File: config.mk
export PLATFORM = sky130hd
export DESIGN_NAME = nihilist_stream_encryptor
export DESIGN_NICKNAME = d
export VERILOG_FILES = /design/src/rtl/nihilist_stream_encryptor.sv
export SDC_FILE = /design/constraint.sdc
export NUM_CORES = 1
export LEC_CHECK = 0
export ABC_AREA = 1
export BUFFER_PORTS_ARGS = -buffer_cell sky130_fd_sc_hd__buf_2
export CAP_MARGIN = 40
export CELL_PAD_IN_SITES_DETAIL_PLACEMENT = 1
export CELL_PAD_IN_SITES_GLOBAL_PLACEMENT = 2
export CORE_MARGIN = 2
export CORE_UTILIZATION = 29
export DETAILED_ROUTE_END_ITERATION = 16
export PLACE_DENSITY_LB_ADDON = 0.15
export SETUP_SLACK_MARGIN = 0.5
export SLEW_MARGIN = 10
export SYNTH_ARGS = -nofsm -noshare
export SYNTH_HDL_FRONTEND = slang
export SYNTH_SLANG_ARGS = --single-unit
File: constraint.sdc
create_clock -name clk -period 2.4 [get_ports clk]
set_clock_uncertainty 0.1 [all_clocks]
set_input_delay 0.12 -clock clk [delete_from_list [all_inputs] [get_ports clk]]
set_output_delay 0.12 -clock clk [all_outputs]
set_load 0.02 [all_outputs]
File: src/rtl/nihilist_stream_encryptor.sv
// Nihilist cipher stream encryptor: one ASCII character in, one row*10+col sum out, keyed by "NEDELCU".
// Optional macro NIHILIST_J_MERGE_EN folds 'J' onto 'I'; without it 'J' is reported as an invalid character.
module nihilist_stream_encryptor #(
    parameter int SEC_LEN = 7
) (
    input  logic       clk,
    input  logic       rst,
    input  logic       in_valid,
    input  logic [7:0] in_data,
    input  logic       in_last,
    output logic       in_ready,
    output logic       out_valid,
    output logic [7:0] out_data,
    output logic       out_last,
    output logic       out_err,
    input  logic       out_ready
);

    localparam int KW = (SEC_LEN > 1) ? $clog2(SEC_LEN) : 1;
    localparam logic [7:0] KEY [7] = '{"N", "E", "D", "E", "L", "C", "U"};

    typedef enum logic [1:0] {
        IDLE,
        CALC,
        OUT
    } state_t;

    state_t        state;
    state_t        state_next;
    logic [KW-1:0] kidx;
    logic [7:0]    char_r;
    logic          last_r;
    logic          rdy_en;
    logic          accept;
    logic          handshake;
    logic [8:0]    char_pos;
    logic [8:0]    key_pos;

    // Returns {valid, row*10+col}; valid=0 for anything outside the 5x5 square.
    function automatic logic [8:0] table_pos(input logic [7:0] c);
        case (c)
            "R": return {1'b1, 8'd11};
            "A": return {1'b1, 8'd12};
            "E": return {1'b1, 8'd13};
            "S": return {1'b1, 8'd14};
            "B": return {1'b1, 8'd15};
            "C": return {1'b1, 8'd21};
            "D": return {1'b1, 8'd22};
            "F": return {1'b1, 8'd23};
            "G": return {1'b1, 8'd24};
            "H": return {1'b1, 8'd25};
            "I": return {1'b1, 8'd31};
`ifdef NIHILIST_J_MERGE_EN
            "J": return {1'b1, 8'd31};
`endif
            "K": return {1'b1, 8'd32};
            "L": return {1'b1, 8'd33};
            "M": return {1'b1, 8'd34};
            "N": return {1'b1, 8'd35};
            "O": return {1'b1, 8'd41};
            "P": return {1'b1, 8'd42};
            "Q": return {1'b1, 8'd43};
            "T": return {1'b1, 8'd44};
            "U": return {1'b1, 8'd45};
            "V": return {1'b1, 8'd51};
            "W": return {1'b1, 8'd52};
            "X": return {1'b1, 8'd53};
            "Y": return {1'b1, 8'd54};
            "Z": return {1'b1, 8'd55};
            default: return 9'd0;
        endcase
    endfunction

    // rdy_en keeps in_ready low during reset and until the first clock edge after it.
    assign in_ready  = (state == IDLE) && rdy_en;
    assign out_valid = (state == OUT);
    assign accept    = in_valid && in_ready;
    assign handshake = out_valid && out_ready;
    assign char_pos  = table_pos(char_r);
    assign key_pos   = table_pos(KEY[kidx]);

    always_ff @(posedge clk or posedge rst) begin
        if (rst) begin
            state <= IDLE;
        end else begin
            state <= state_next;
        end
    end

    always_comb begin
        state_next = state;
        case (state)
            IDLE:    if (accept) state_next = CALC;
            CALC:    state_next = OUT;
            OUT:     if (out_ready) state_next = IDLE;
            default: state_next = IDLE;
        endcase
    end

    always_ff @(posedge clk or posedge rst) begin
        if (rst) begin
            rdy_en   <= 1'b0;
            kidx     <= '0;
            char_r   <= 8'd0;
            last_r   <= 1'b0;
            out_data <= 8'd0;
            out_err  <= 1'b0;
            out_last <= 1'b0;
        end else begin
            rdy_en <= 1'b1;
            if (accept) begin
                char_r <= in_data;
                last_r <= in_last;
            end
            if (state == CALC) begin
                out_data <= char_pos[8] ? (char_pos[7:0] + key_pos[7:0]) : 8'd0;
                out_err  <= ~char_pos[8];
                out_last <= last_r;
            end
            // The key restarts at the next message, otherwise it walks and wraps.
            if (handshake) begin
                if (out_last || (kidx == KW'(SEC_LEN - 1))) begin
                    kidx <= '0;
                end else begin
                    kidx <= kidx + 1'b1;
                end
            end
        end
    end

endmodule

**Word-level counts from Yosys, hierarchy flattened**

Memories as Yosys holds them, arrays and structs flattened.
Cells that the tools add are included.
Widths: inputs -> output; s select.

- Output and inout port bits: 12
- Memory bits (read-only): 64
- Register bits after elaboration: 25
- Memories kept: 1
- Input bits: 13

Memory list:

| name | depth | bits a word | read ports | clocked after memory_dff | wr ports | RTL line | text |
|---|---|---|---|---|---|---|---|
| (name not given) | 8 | 8 | 1 | 0 | 0 | 80 | `assign key_pos = table_pos(KEY[kidx]);` |

- Add/sub/neg operators: 2
- Multiplexer cells: 9
- $lt $le $gt $ge: 1
- Bitwise gates (word level): 2
- Eq/ne operators: 55
- Reduce and logical (&&, ||, !) cells: 6

Operators with widths:

| cell | number |
|---|---|
| $eq 8x7->1 const B | 50 |
| $pmux 9 s25 | 1 |
| $pmux 6 s25 | 1 |
| $mux 8 | 3 |
| $add 8x8->8 | 1 |
| $pmux 2 s3 | 1 |
| $ge 4x4->1 const B | 1 |
| $mux 2 | 2 |
| $not 3->4 | 1 |
| $add 3x1->3 const B | 1 |
| $eq 3x3->1 const B | 1 |
| $logic_and 1x1->1 | 3 |
| $mux 3 | 1 |
| $eq 2x1->1 const B | 1 |
| $eq 2x2->1 const B | 1 |
| $logic_not 2->1 | 1 |
| $ne 2x1->1 const B | 1 |
| $ne 2x2->1 const B | 1 |
| $reduce_and 2->1 | 1 |
| $logic_or 1x1->1 | 1 |
| $not 1->1 | 1 |

**Longest topological paths before layout**

Gate-level depths: netlist (run 1).

- Depth in word-level cells: 8
- Depth in mapped cells: 19
- Gate-level depth less buffers: 19

**Least setup slack after synthesis (run 1)**

No wires, ideal clock.

- Path type: register to register
- From: register kidx[1]
- To: register out_data[6]
- Data required time: 2182 ps
- Library setup time: 118 ps
- Cell stages (with the launch flop): 17
- Setup slack: -13 ps
- Arrival time: 2196 ps
- Path through: dfrtp_1 > inv_1 > ha_1 > nand2_1 > inv_1 > a21oi_1 > o31ai_1 > inv_1 > nand3_1 > ha_1 > fa_1 > nand3_1 > nand2_1 > a21oi_1 > o21bai_1 > nand3_1 > nand2_1

- Longest elaborated chain between the ends: 8
- Elaborated cells between the ends (all ways): 32

Ends and longest elaborated chain:

| element | RTL line | text |
|---|---|---|
| from (decl) | 30 | `logic [KW-1:0] kidx;` |
| from (signal assigned) | 125 | `kidx <= kidx + 1'b1;` |
| $not 3->4 (not written as such) * | 80 |  |
| $mem_v2 8x8 * | - |  |
| $mux 8 (not written as such) * (2 in a row) | 80 |  |
| $eq 8x7->1 | 41 | `case (c)` |
| $pmux 6 s25 * | 41 |  |
| $add 8x8->8 * | 116 | `out_data <= char_pos[8] ? (char_pos[7:0] + key_pos[7:0]) : 8'd0;` |
| $mux 8 * | 116 |  |
| to (signal assigned) | 116 |  |
| to (decl) | 13 | `output logic [7:0] out_data,` |

Every way passes the cells marked *; elsewhere a longest branch is shown, timed or not. The select of a mux whose other input is x is not followed.
A chain may end at the register's enable or synchronous reset.

**Worst setup path in the final report (run 1)**

- From: register char_r[0]
- To: register out_data[4]

- Longest elaborated chain between the ends: 4
- Elaborated cells between the ends (all ways): 28

Ends and longest elaborated chain:

| element | RTL line | text |
|---|---|---|
| from (decl) | 31 | `logic [7:0] char_r;` |
| from (signal assigned) | 112 | `char_r <= in_data;` |
| $eq 8x7->1 | 41 |  |
| $pmux 9 s25 * | 41 |  |
| $add 8x8->8 | 116 |  |
| $mux 8 * | 116 |  |

Every way passes the cells marked *; elsewhere a longest branch is shown, timed or not.

==> out/metrics.csv, run 1 <==
metric;value;unit
outcome;finished with violations;
violations;setup timing;
cp-end-kind;flip-flop;
cts.sinks;24;
grt_max_degree;25;
totalWireLength;6.193;mm
layout_min_cycle_time;2.421;ns
worstPathRequired;2.47;ns
synth_warnings;0;
multi_input_comb_area;0.001363;mm²
row_count;29;
worst_pin_slew;0.5379;ns
syn_area_per_cell;6.872;µm²
die_width;84.58;µm
relSlewSlack;64.01;%
use_met2;29.35;%
grt_util_met3;1.377;%
p_leak;1.569;nW
crit_path_start_kind;flip-flop;
crit_type;flip-flop to flip-flop;
setup_slack;-0.02073;ns
overflow;0;
drtPass1Iterations;4;
grt_first_pass_wirelength;10.21;mm
pin_count;25;
min_path_type;input pin to flip-flop;
grt_antenna_before_repair;0;
grt_use_met1;24.37;%
cp_cell_sequence;buf_4, nand2_2, nor2_1, nand2_1, nand2_2, nor2_2, o2111ai_2, ha_4, fa_2, nand3_2, nand2_2, xnor2_1, inv_1, nand3_1, nand2_1;
critPathMaxFanout;3;
synth_top_cell_area_share;31.89;%
htreeDepth;1;
drt_iter0_markers;51;
ff_latch_area;605.6;µm²
core;0.006314;mm²
n_antenna_cell;0;
arrival;2.49;ns
grt_usage;17.60;%
place_inst;400;
die_h;84.58;µm
clk_latency;0.27;ns
yosysTopAreaCell;dfrtp_1;
hold_viol;0;
setup_viol;2;
fin_crit_sh;100.9;%
wl_per_cell;14.14;µm
dp_hpwl;4.563;mm
p_per_area;1099;mW/mm²
rsz0062_at_grt;true;
layoutNonFillerInstCount;438;
initial_core_util;29.83;%
synth_area;0.001883;mm²
io_buffers;23;
slew_viol_final;0;
placed_area;0.002370;mm²
timing.fmax;0.4131;GHz
crit_top_cell;nand2_2;
die_area;0.007154;mm²
gp_congestion;0.7944;
peakVddDrop;0.4899;mV
grt-busiest-layer;met2;
synth.area.top_cells;dfrtp_1 32%, nand2_1 13%, inv_1 7.4%;
cap_violations;0;
fin_hold_ws;0.2049;ns
drive_above_1_share;47.37;%
fin_tns_setup;-0.03595;ns
synthCells;274;
slowest_delay;0.40;ns
numCtsBuffers;3;
via_count;2057;
syn2layout_area_growth;55.61;%
cts_root_buf;clkbuf_8;
drc;0;
synth_cell_types;31;
num-fill-cells;813;
synth-seq-cells;24;
cts_tree;built;
drt-vias-per-instance;4.696;
cp_slowest_cell;dfrtp_1;
path_clk_slew;0.09;ns
fin_area;0.002930;mm²
ys_seq_area_share;31.89;%
syn_nets;299;
ant_nets;0;
grt_pass1_vias;2167;
cts_buffer_depth;2;
num-nets-final;387;
## area by class of cell
type	count	area share, %
timing repair buffer	87	21.65
multi-input combinational	204	46.50
clock inverter	1	1.025
clock buffer	3	1.409
inverter	42	5.465
tap	77	3.288
sequential	24	20.67
## per-stage QoR
stage / setup slack, ns / power (mW) / utilization [%]
CTS: -0.02989 / 2.981 / 43.44
floorplan: 0.1273 / 1.745 / -
global placement: -0.004958 / 2.381 / 37.53
detailed placement: -0.07241 / 2.409 / 37.53
finish: -0.02073 / 3.222 / 46.41
global route: -0.2121 / 3.518 / 46.41
## what timing repair did
item | in CTS | in global routing
gates cloned | 0 | 0
resized for setup | 23 | 39
setup buffers | 15 | 8
endpoints found under the setup margin | 7 | 8
hold buffers | 11 | 0
pin swaps | 17 | 21
hold endpoints to repair | 34 | 0
## cells by family after synthesis
logic type / count (synthesis) / synth area share (%)
compound gates: 30 / 8.971
xor+xnor: 4 / 1.861
fa+ha+maj: 12 / 8.372
buf+inv: 46 / 9.435
flops: 24 / 31.89
other cells: 2 / 0.3988
simple gates: 156 / 39.07
## placed cells by master, fill, tap and decap left out, types with 2 or more instances in the layout
cell	n
dfrtp_2	4
nand2_1	53
ha_1	5
conb_1	2
buf_2	23
dlygate4sd3_1	11
buf_6	3
nand2_2	21
clkbuf_8	3
a21oi_1	4
nor3_2	3
xnor2_1	2
nand2_4	6
nand3_2	8
inv_1	26
nor2_1	24
nor2_2	10
nor2_4	5
nand4_1	7
o21ai_0	12
inv_2	14
ha_4	5
a21oi_2	4
nand3_1	17
buf_4	50
o21ai_2	2
dfrtp_1	20
## power breakdown
group          internal, mW  switching, mW
registers             0.528          0.123
logic                  1.02           1.19
clock network         0.223          0.143
## worst paths after layout
path                       cells past startpoint        start  slack, ns     endpoint
max in group asynchronous                      4          rst       1.58      kidx[2]
setup reg to reg                              15    char_r[0]      -0.02  out_data[4]
min in group asynchronous                      4          rst       0.36    char_r[4]
setup / recovery                              15    char_r[0]      -0.02  out_data[4]
hold reg to reg                                2  out_data[5]       0.38  out_data[5]
hold / removal                                 3     in_valid       0.20     state[0]
## metal layers
metal / share of wire, % / up-vias / wire length, µm
li1: - / 1041 / -
met1: 48 / 988 / 2960
met2: 49 / 23 / 3041
met3: 1.8 / 5 / 114
met4: 1.2 / 0 / 77
met5: 0 / - / 0
## worst max-delay path: cells and delay by family, from the launching register on
family / cells / cell delay, ns
compound gates: 1 / 0.15
flops: 1 / 0.40
buf+inv: 2 / 0.19
simple gates: 9 / 0.75
fa+ha+maj: 2 / 0.59
xor+xnor: 1 / 0.15
## synthesized netlist by cell type
| cell type | n |
|---|---|
| buf_2 | 1 |
| nor3_1 | 4 |
| nand4_1 | 7 |
| o22ai_1 | 1 |
| xnor2_1 | 3 |
| clkbuf_1 | 2 |
| buf_4 | 1 |
| inv_1 | 37 |
| o31ai_1 | 1 |
| conb_1 | 2 |
| nor2_1 | 31 |
| xor2_1 | 1 |
| nand2_1 | 67 |
| nor2_4 | 4 |
| nand2_4 | 3 |
| o211ai_1 | 1 |
| nand2_2 | 10 |
| dfrtp_1 | 24 |
| o21bai_1 | 2 |
| o21ai_0 | 14 |
| nor3b_1 | 1 |
| clkinv_1 | 1 |
| nand3_1 | 24 |
| nand3_2 | 1 |
| o21ai_2 | 1 |
| o2111ai_1 | 1 |
| nor2_2 | 4 |
| inv_2 | 4 |
| ha_1 | 11 |
| fa_1 | 1 |
| a21oi_1 | 9 |
## registers in the layout, summed over array words and instances, names as in the netlist
name	cells
kidx	3
char_r	8
state	2
out_err	1
rdy_en	1
out_data	7
out_last	1
last_r	1
(Power assumes the default switching activity.)
==> run 2, diff against run 1 <==
--- a/config.mk
+++ b/config.mk
@@ -5,13 +5,12 @@
 export SDC_FILE = /design/constraint.sdc
 export NUM_CORES = 1
 export LEC_CHECK = 0
-export ABC_AREA = 1
 export BUFFER_PORTS_ARGS = -buffer_cell sky130_fd_sc_hd__buf_2
 export CAP_MARGIN = 40
 export CELL_PAD_IN_SITES_DETAIL_PLACEMENT = 1
 export CELL_PAD_IN_SITES_GLOBAL_PLACEMENT = 2
 export CORE_MARGIN = 2
-export CORE_UTILIZATION = 29
+export CORE_UTILIZATION = 31
 export DETAILED_ROUTE_END_ITERATION = 16
 export PLACE_DENSITY_LB_ADDON = 0.15
 export SETUP_SLACK_MARGIN = 0.5
==> out/metrics.csv, run 2 <==
metric;value;unit
critPathMaxFanout;8;
synth_warnings;0;
grt_pass1_vias;1745;
top_register;char_r;
drive_above_1_share;45.49;%
htreeDepth;1;
p_leak;1.115;nW
grt_usage;17.39;%
cts_buffer_depth;2;
gp_congestion;0.8081;
num-fill-cells;650;
cts_root_buf;clkbuf_8;
synthTopCellsByCount;24 x dfrtp_1, 21 x o21ai_0, 17 x nand2_1;
num-nets-final;282;
die_area;0.006277;mm²
place_inst;299;
grt_max_degree;20;
synth_top_flop_cell;dfrtp_1;
cap_violations;0;
drc;0;
path_clk_slew;0.09;ns
syn2layout_area_growth;44.08;%
drt_iter0_markers;56;
reg_top3;char_r x8, out_data x7, kidx x3;
via_count;1647;
overflow;0;
crit_path_start_kind;flip-flop;
final_common_cell;buf_4;
initial_core_util;32.05;%
hold_viol;0;
arrival;2.44;ns
ant_nets;0;
die_width;79.23;µm
power_frac_comb;69.3;%
async_reset_ff_share;100.0;%
ys_seq_area_share;34.24;%
dp_hpwl;3.608;mm
switching_power;1.271;mW
p_per_area;1162;mW/mm²
largest_reg_flops;8;
syn_area_per_cell;8.950;µm²
min_path_type;input pin to flip-flop;
synth_edf_count;0;
cts_tree;built;
slew_viol_final;0;
layout_min_cycle_time;2.386;ns
totalWireLength;5.090;mm
synth_area;0.001754;mm²
worstPathRequired;2.45;ns
outcome;finished, final reports clean;
timing.fmax;0.4191;GHz
wl_per_cell;15.57;µm
p_sw_share;43.28;%
fin_crit_sh;99.41;%
rsz0062_at_grt;true;
io_buffers;23;
peakVddDrop;0.5535;mV
totalPowerFinal;2.937;mW
synth_top_cell_area_share;34.24;%
n_antenna_cell;0;
syn_nets;221;
die_h;79.23;µm
clockPowerShare;8.3;%
synth.area.top_cells;dfrtp_1 34%, ha_1 7.8%, o21ai_0 6.0%;
synth_cell_types;42;
layoutNonFillerInstCount;327;
layout_common_cells;31 x buf_4, 23 x buf_2, 22 x dfrtp_1;
drt-vias-per-instance;5.037;
cts.sinks;24;
grt_antenna_before_repair;0;
core;0.005473;mm²
setup_viol;0;
row_count;27;
synthCells;196;
final_util;46.18;%
drtPass1Iterations;4;
p_seq_share;22.4;%
synth-seq-cells;24;
crit_type;flip-flop to flip-flop;
clk_latency;0.27;ns
ff_latch_area;603.1;µm²
pin_count;25;
multi_input_comb_area;0.001199;mm²
cp-end-kind;flip-flop;
intPower;1.666;mW
numCtsBuffers;3;
yosysTopAreaCell;dfrtp_1;
grt_first_pass_wirelength;8.535;mm
yosysMostFrequentCell;dfrtp_1;
run 2: cell count changes after synthesis, sizes merged, moves of 9 or more:
cell / delta
inv: -32
nand2: -63
a211oi: +10
nand3: -21
nor2b: +9
buf: +10
nor2: -27
run 2: repair_timing:
item,4_1_cts,5_1_grt
resized for setup,31,10
buffers inserted,8,8
hold endpoints to repair,32,0
pin swaps,21,11
hold buffers,9,0
setup endpoints to repair,6,7
run 2: metal layers:
| metal | vias up | GRT usage [%] | wire (µm) |
|---|---|---|---|
| met5 | - | 0 | 0 |
| met4 | 0 | 3.276 | 47 |
| met3 | 4 | 2.500 | 117 |
| met2 | 26 | 30.85 | 2501 |
| met1 | 807 | 22.56 | 2425 |
| li1 | 810 | - | - |
run 2: cells by family after synthesis:
group,share of synthesized area [%]
DFF,34.24
AOI/OAI and AO/OA,25.04
muxes,5.635
xor gates and xnor gates,1.498
and+or+nand+nor,16.62
adders and majority gates,8.987
other,0.4281
buffers and inverters,7.560
run 2: path summary, 6_finish.rpt:
path                                 start           to  slack, ns  cells after the start
worst min-delay path            in_data[7]    char_r[7]      0.003                      2
worst min register to register      last_r     out_last       0.39                      2
worst max-delay path             char_r[3]  out_data[5]       0.01                     10
max in group asynchronous              rst  out_data[0]       1.54                      4
worst max register to register   char_r[3]  out_data[5]       0.01                     10
min in group asynchronous              rst    char_r[2]       0.26                      3
run 2: layout make-up:
| class | count | share of cell area (%) |
|---|---|---|
| Multi-Input combinational cell | 147 | 47.43 |
| Sequential cell | 24 | 23.86 |
| Timing Repair Buffer | 71 | 21.88 |
| Tap cell | 72 | 3.564 |
| Clock buffer | 3 | 1.634 |
| Inverter | 10 | 1.634 |
run 2: through the flow:
stage	hold slack (ns)	TNS, ns	worst slack [ns]	area [µm²]
3_3_place_gp	0.2217	-0.3315	-0.09881	2069
4_1_cts	0.001218	0	0.03637	2431
6_report	0.002790	0	0.01418	2527
3_5_place_dp	-0.006265	-0.3637	-0.1047	2097
2_1_floorplan	0.03462	0	0.05814	1810
5_1_grt	0.003365	-0.4343	-0.1121	2527
run 2: worst max-delay path, stage by stage, from the launching register on:
cell,delay (ns)
dfrtp_2,0.47
buf_6,0.15
or3b_1,0.38
a21oi_2,0.14
a221oi_2,0.05
nor2_1,0.19
ha_1,0.23
nor2_1,0.06
mux2_4,0.26
mux2i_1,0.17
a211oi_2,0.09
run 2: power groups by stage:
stage / Sequential (mW) / Combinational [mW] / Clock, mW
floorplan: 0.701 / 1.04 / 0
global placement: 0.649 / 1.49 / 0
detailed placement: 0.660 / 1.55 / 0
CTS: 0.658 / 1.84 / 0.251
global route: 0.684 / 2.21 / 0.265
finish: 0.657 / 2.04 / 0.244
==> run 3, diff against run 2 <==
--- a/config.mk
+++ b/config.mk
@@ -11,8 +11,10 @@
 export CELL_PAD_IN_SITES_GLOBAL_PLACEMENT = 2
 export CORE_MARGIN = 2
 export CORE_UTILIZATION = 31
+export CTS_BUF_LIST = sky130_fd_sc_hd__clkbuf_16
 export DETAILED_ROUTE_END_ITERATION = 16
 export PLACE_DENSITY_LB_ADDON = 0.15
+export REMOVE_ABC_BUFFERS = 1
 export SETUP_SLACK_MARGIN = 0.5
 export SLEW_MARGIN = 10
 export SYNTH_ARGS = -nofsm -noshare
==> out/metrics.csv, run 3 (same netlist as run 2, synthesis figures left out) <==
metric;value;unit
grt_usage;17.17;%
cp-end-kind;flip-flop;
cap_violations;0;
p_seq_share;23.1;%
p_leak;1.082;nW
grt_max_degree;25;
die_h;79.23;µm
largest_reg_flops;8;
cts_tree;built;
worstPathRequired;2.44;ns
cts_root_buf;clkbuf_16;
syn2layout_area_growth;40.37;%
p_sw_share;42.21;%
rsz0062_at_grt;true;
clk_latency;0.26;ns
drt-vias-per-instance;4.917;
drc;0;
dp_hpwl;3.653;mm
htreeDepth;1;
final_common_cell;buf_4;
grt_first_pass_wirelength;8.431;mm
violations;setup timing;
fin_hold_ws;0.009560;ns
cts.sinks;24;
overflow;0;
num-nets-final;279;
io_buffers;23;
setup_slack;-0.01007;ns
layout_common_cells;33 x buf_4, 23 x buf_2, 21 x dfrtp_1;
crit_path_start_kind;flip-flop;
reg2reg_depth;9;
initial_core_util;32.05;%
arrival;2.45;ns
top_register;char_r;
intPower;1.657;mW
worst_pin_slew;0.5122;ns
ant_nets;0;
grt_antenna_before_repair;0;
n_antenna_cell;0;
core;0.005473;mm²
crit_end;out_data[4];
totalWireLength;4.973;mm
drive_above_1_share;44.05;%
slew_viol_final;0;
reg2reg_from;char_r[1];
num-fill-cells;638;
relSlewSlack;65.85;%
pin_count;25;
grt_pass1_vias;1707;
layout_min_cycle_time;2.410;ns
fin_crit_sh;100.4;%
clockPowerShare;12.6;%
gp_congestion;0.8176;
drtPass1Iterations;4;
outcome;finished with violations;
final_util;44.99;%
path_clk_slew;0.06;ns
reg2reg_slack;-0.01;ns
timing.fmax;0.4149;GHz
die_area;0.006277;mm²
startpoint;char_r[1];
min_path_type;input pin to flip-flop;
crit_type;flip-flop to flip-flop;
fin_tns_setup;-0.01007;ns
power_frac_comb;64.3;%
via_count;1593;
wl_per_cell;15.35;µm
reg_top3;char_r x8, out_data x7, kidx x3;
die_width;79.23;µm
cts_buffer_depth;2;
numCtsBuffers;3;
setup_viol;1;
critPathMaxFanout;7;
reg2reg_to;out_data[4];
hold_viol;0;
row_count;27;
switching_power;1.210;mW
peakVddDrop;0.6063;mV
drt_iter0_markers;59;
p_per_area;1164;mW/mm²
run 3: changes by cell type in the layout (fill, tap and decap cells not counted), sizes merged:
cell         previous run  this run
dlygate4sd3             9        10
clkinv                  1         0
inv                     9        10
buf                    62        58
run 3: worst min path at each step:
stage | start | end | cells past startpoint
detailed placement | rst | char_r[6] | 3
floorplan | rst | char_r[0] | 1
CTS | in_data[7] | char_r[7] | 2
global placement | rst | char_r[7] | 3
global route | in_data[7] | char_r[7] | 2
finish | in_data[7] | char_r[7] | 2
run 3: per-stage QoR:
step                      power [mW]  instance area, µm²  setup WS [ns]  cells
after global routing           3.095                2462        -0.1244    324
after detailed placement       2.204                2097        -0.1878    307
after CTS                      2.836                2404        0.01416    323
after floorplan                1.601                1659        -0.1589    181
final                          2.867                2462       -0.01007    324
after global placement         2.134                2097        -0.1005    307
run 3: power groups by stage:
stage | registers, mW | logic, mW | clock network, mW
final | 0.663 | 1.84 | 0.360
after global routing | 0.690 | 2.02 | 0.388
after CTS | 0.657 | 1.80 | 0.374
after detailed placement | 0.655 | 1.55 | 0
after global placement | 0.642 | 1.49 | 0
after floorplan | 0.768 | 0.833 | 0
run 3: layer usage:
metal / routed length [µm] / share of wire, % / global-route usage (%)
met1: 2318 / 47 / 22.63
met2: 2511 / 50 / 30.17
met3: 114 / 2.3 / 2.386
met4: 29 / 0.58 / 3.103
met5: 0 / 0 / 0
run 3: cell type report:
cell class	instances	area, µm²	area share [%]
multi-input combinational	147	1165	47.31
sequential	24	604.3	24.54
timing repair buffer	68	485.5	19.72
tap	72	90.09	3.659
clock buffer	3	75.07	3.049
inverter	10	42.54	1.728
run 3: critical path: stages (launching register included):
cell      delay [ns]
dfrtp_2         0.47
xnor2_1         0.22
a221o_1         0.17
a211oi_1        0.05
ha_2            0.21
fa_2            0.43
a21o_1          0.21
a211oi_2        0.20
o31ai_1         0.08
nor2b_1         0.14
run 3: repair_timing:
| item | 4_1_cts | 5_1_grt |
|---|---|---|
| endpoints found under the hold margin | 33 | 0 |
| buffers inserted | 3 | 1 |
| gates resized for setup | 34 | 17 |
| pin swaps | 18 | 14 |
| hold buffers | 10 | 0 |
| setup endpoints to repair | 6 | 6 |
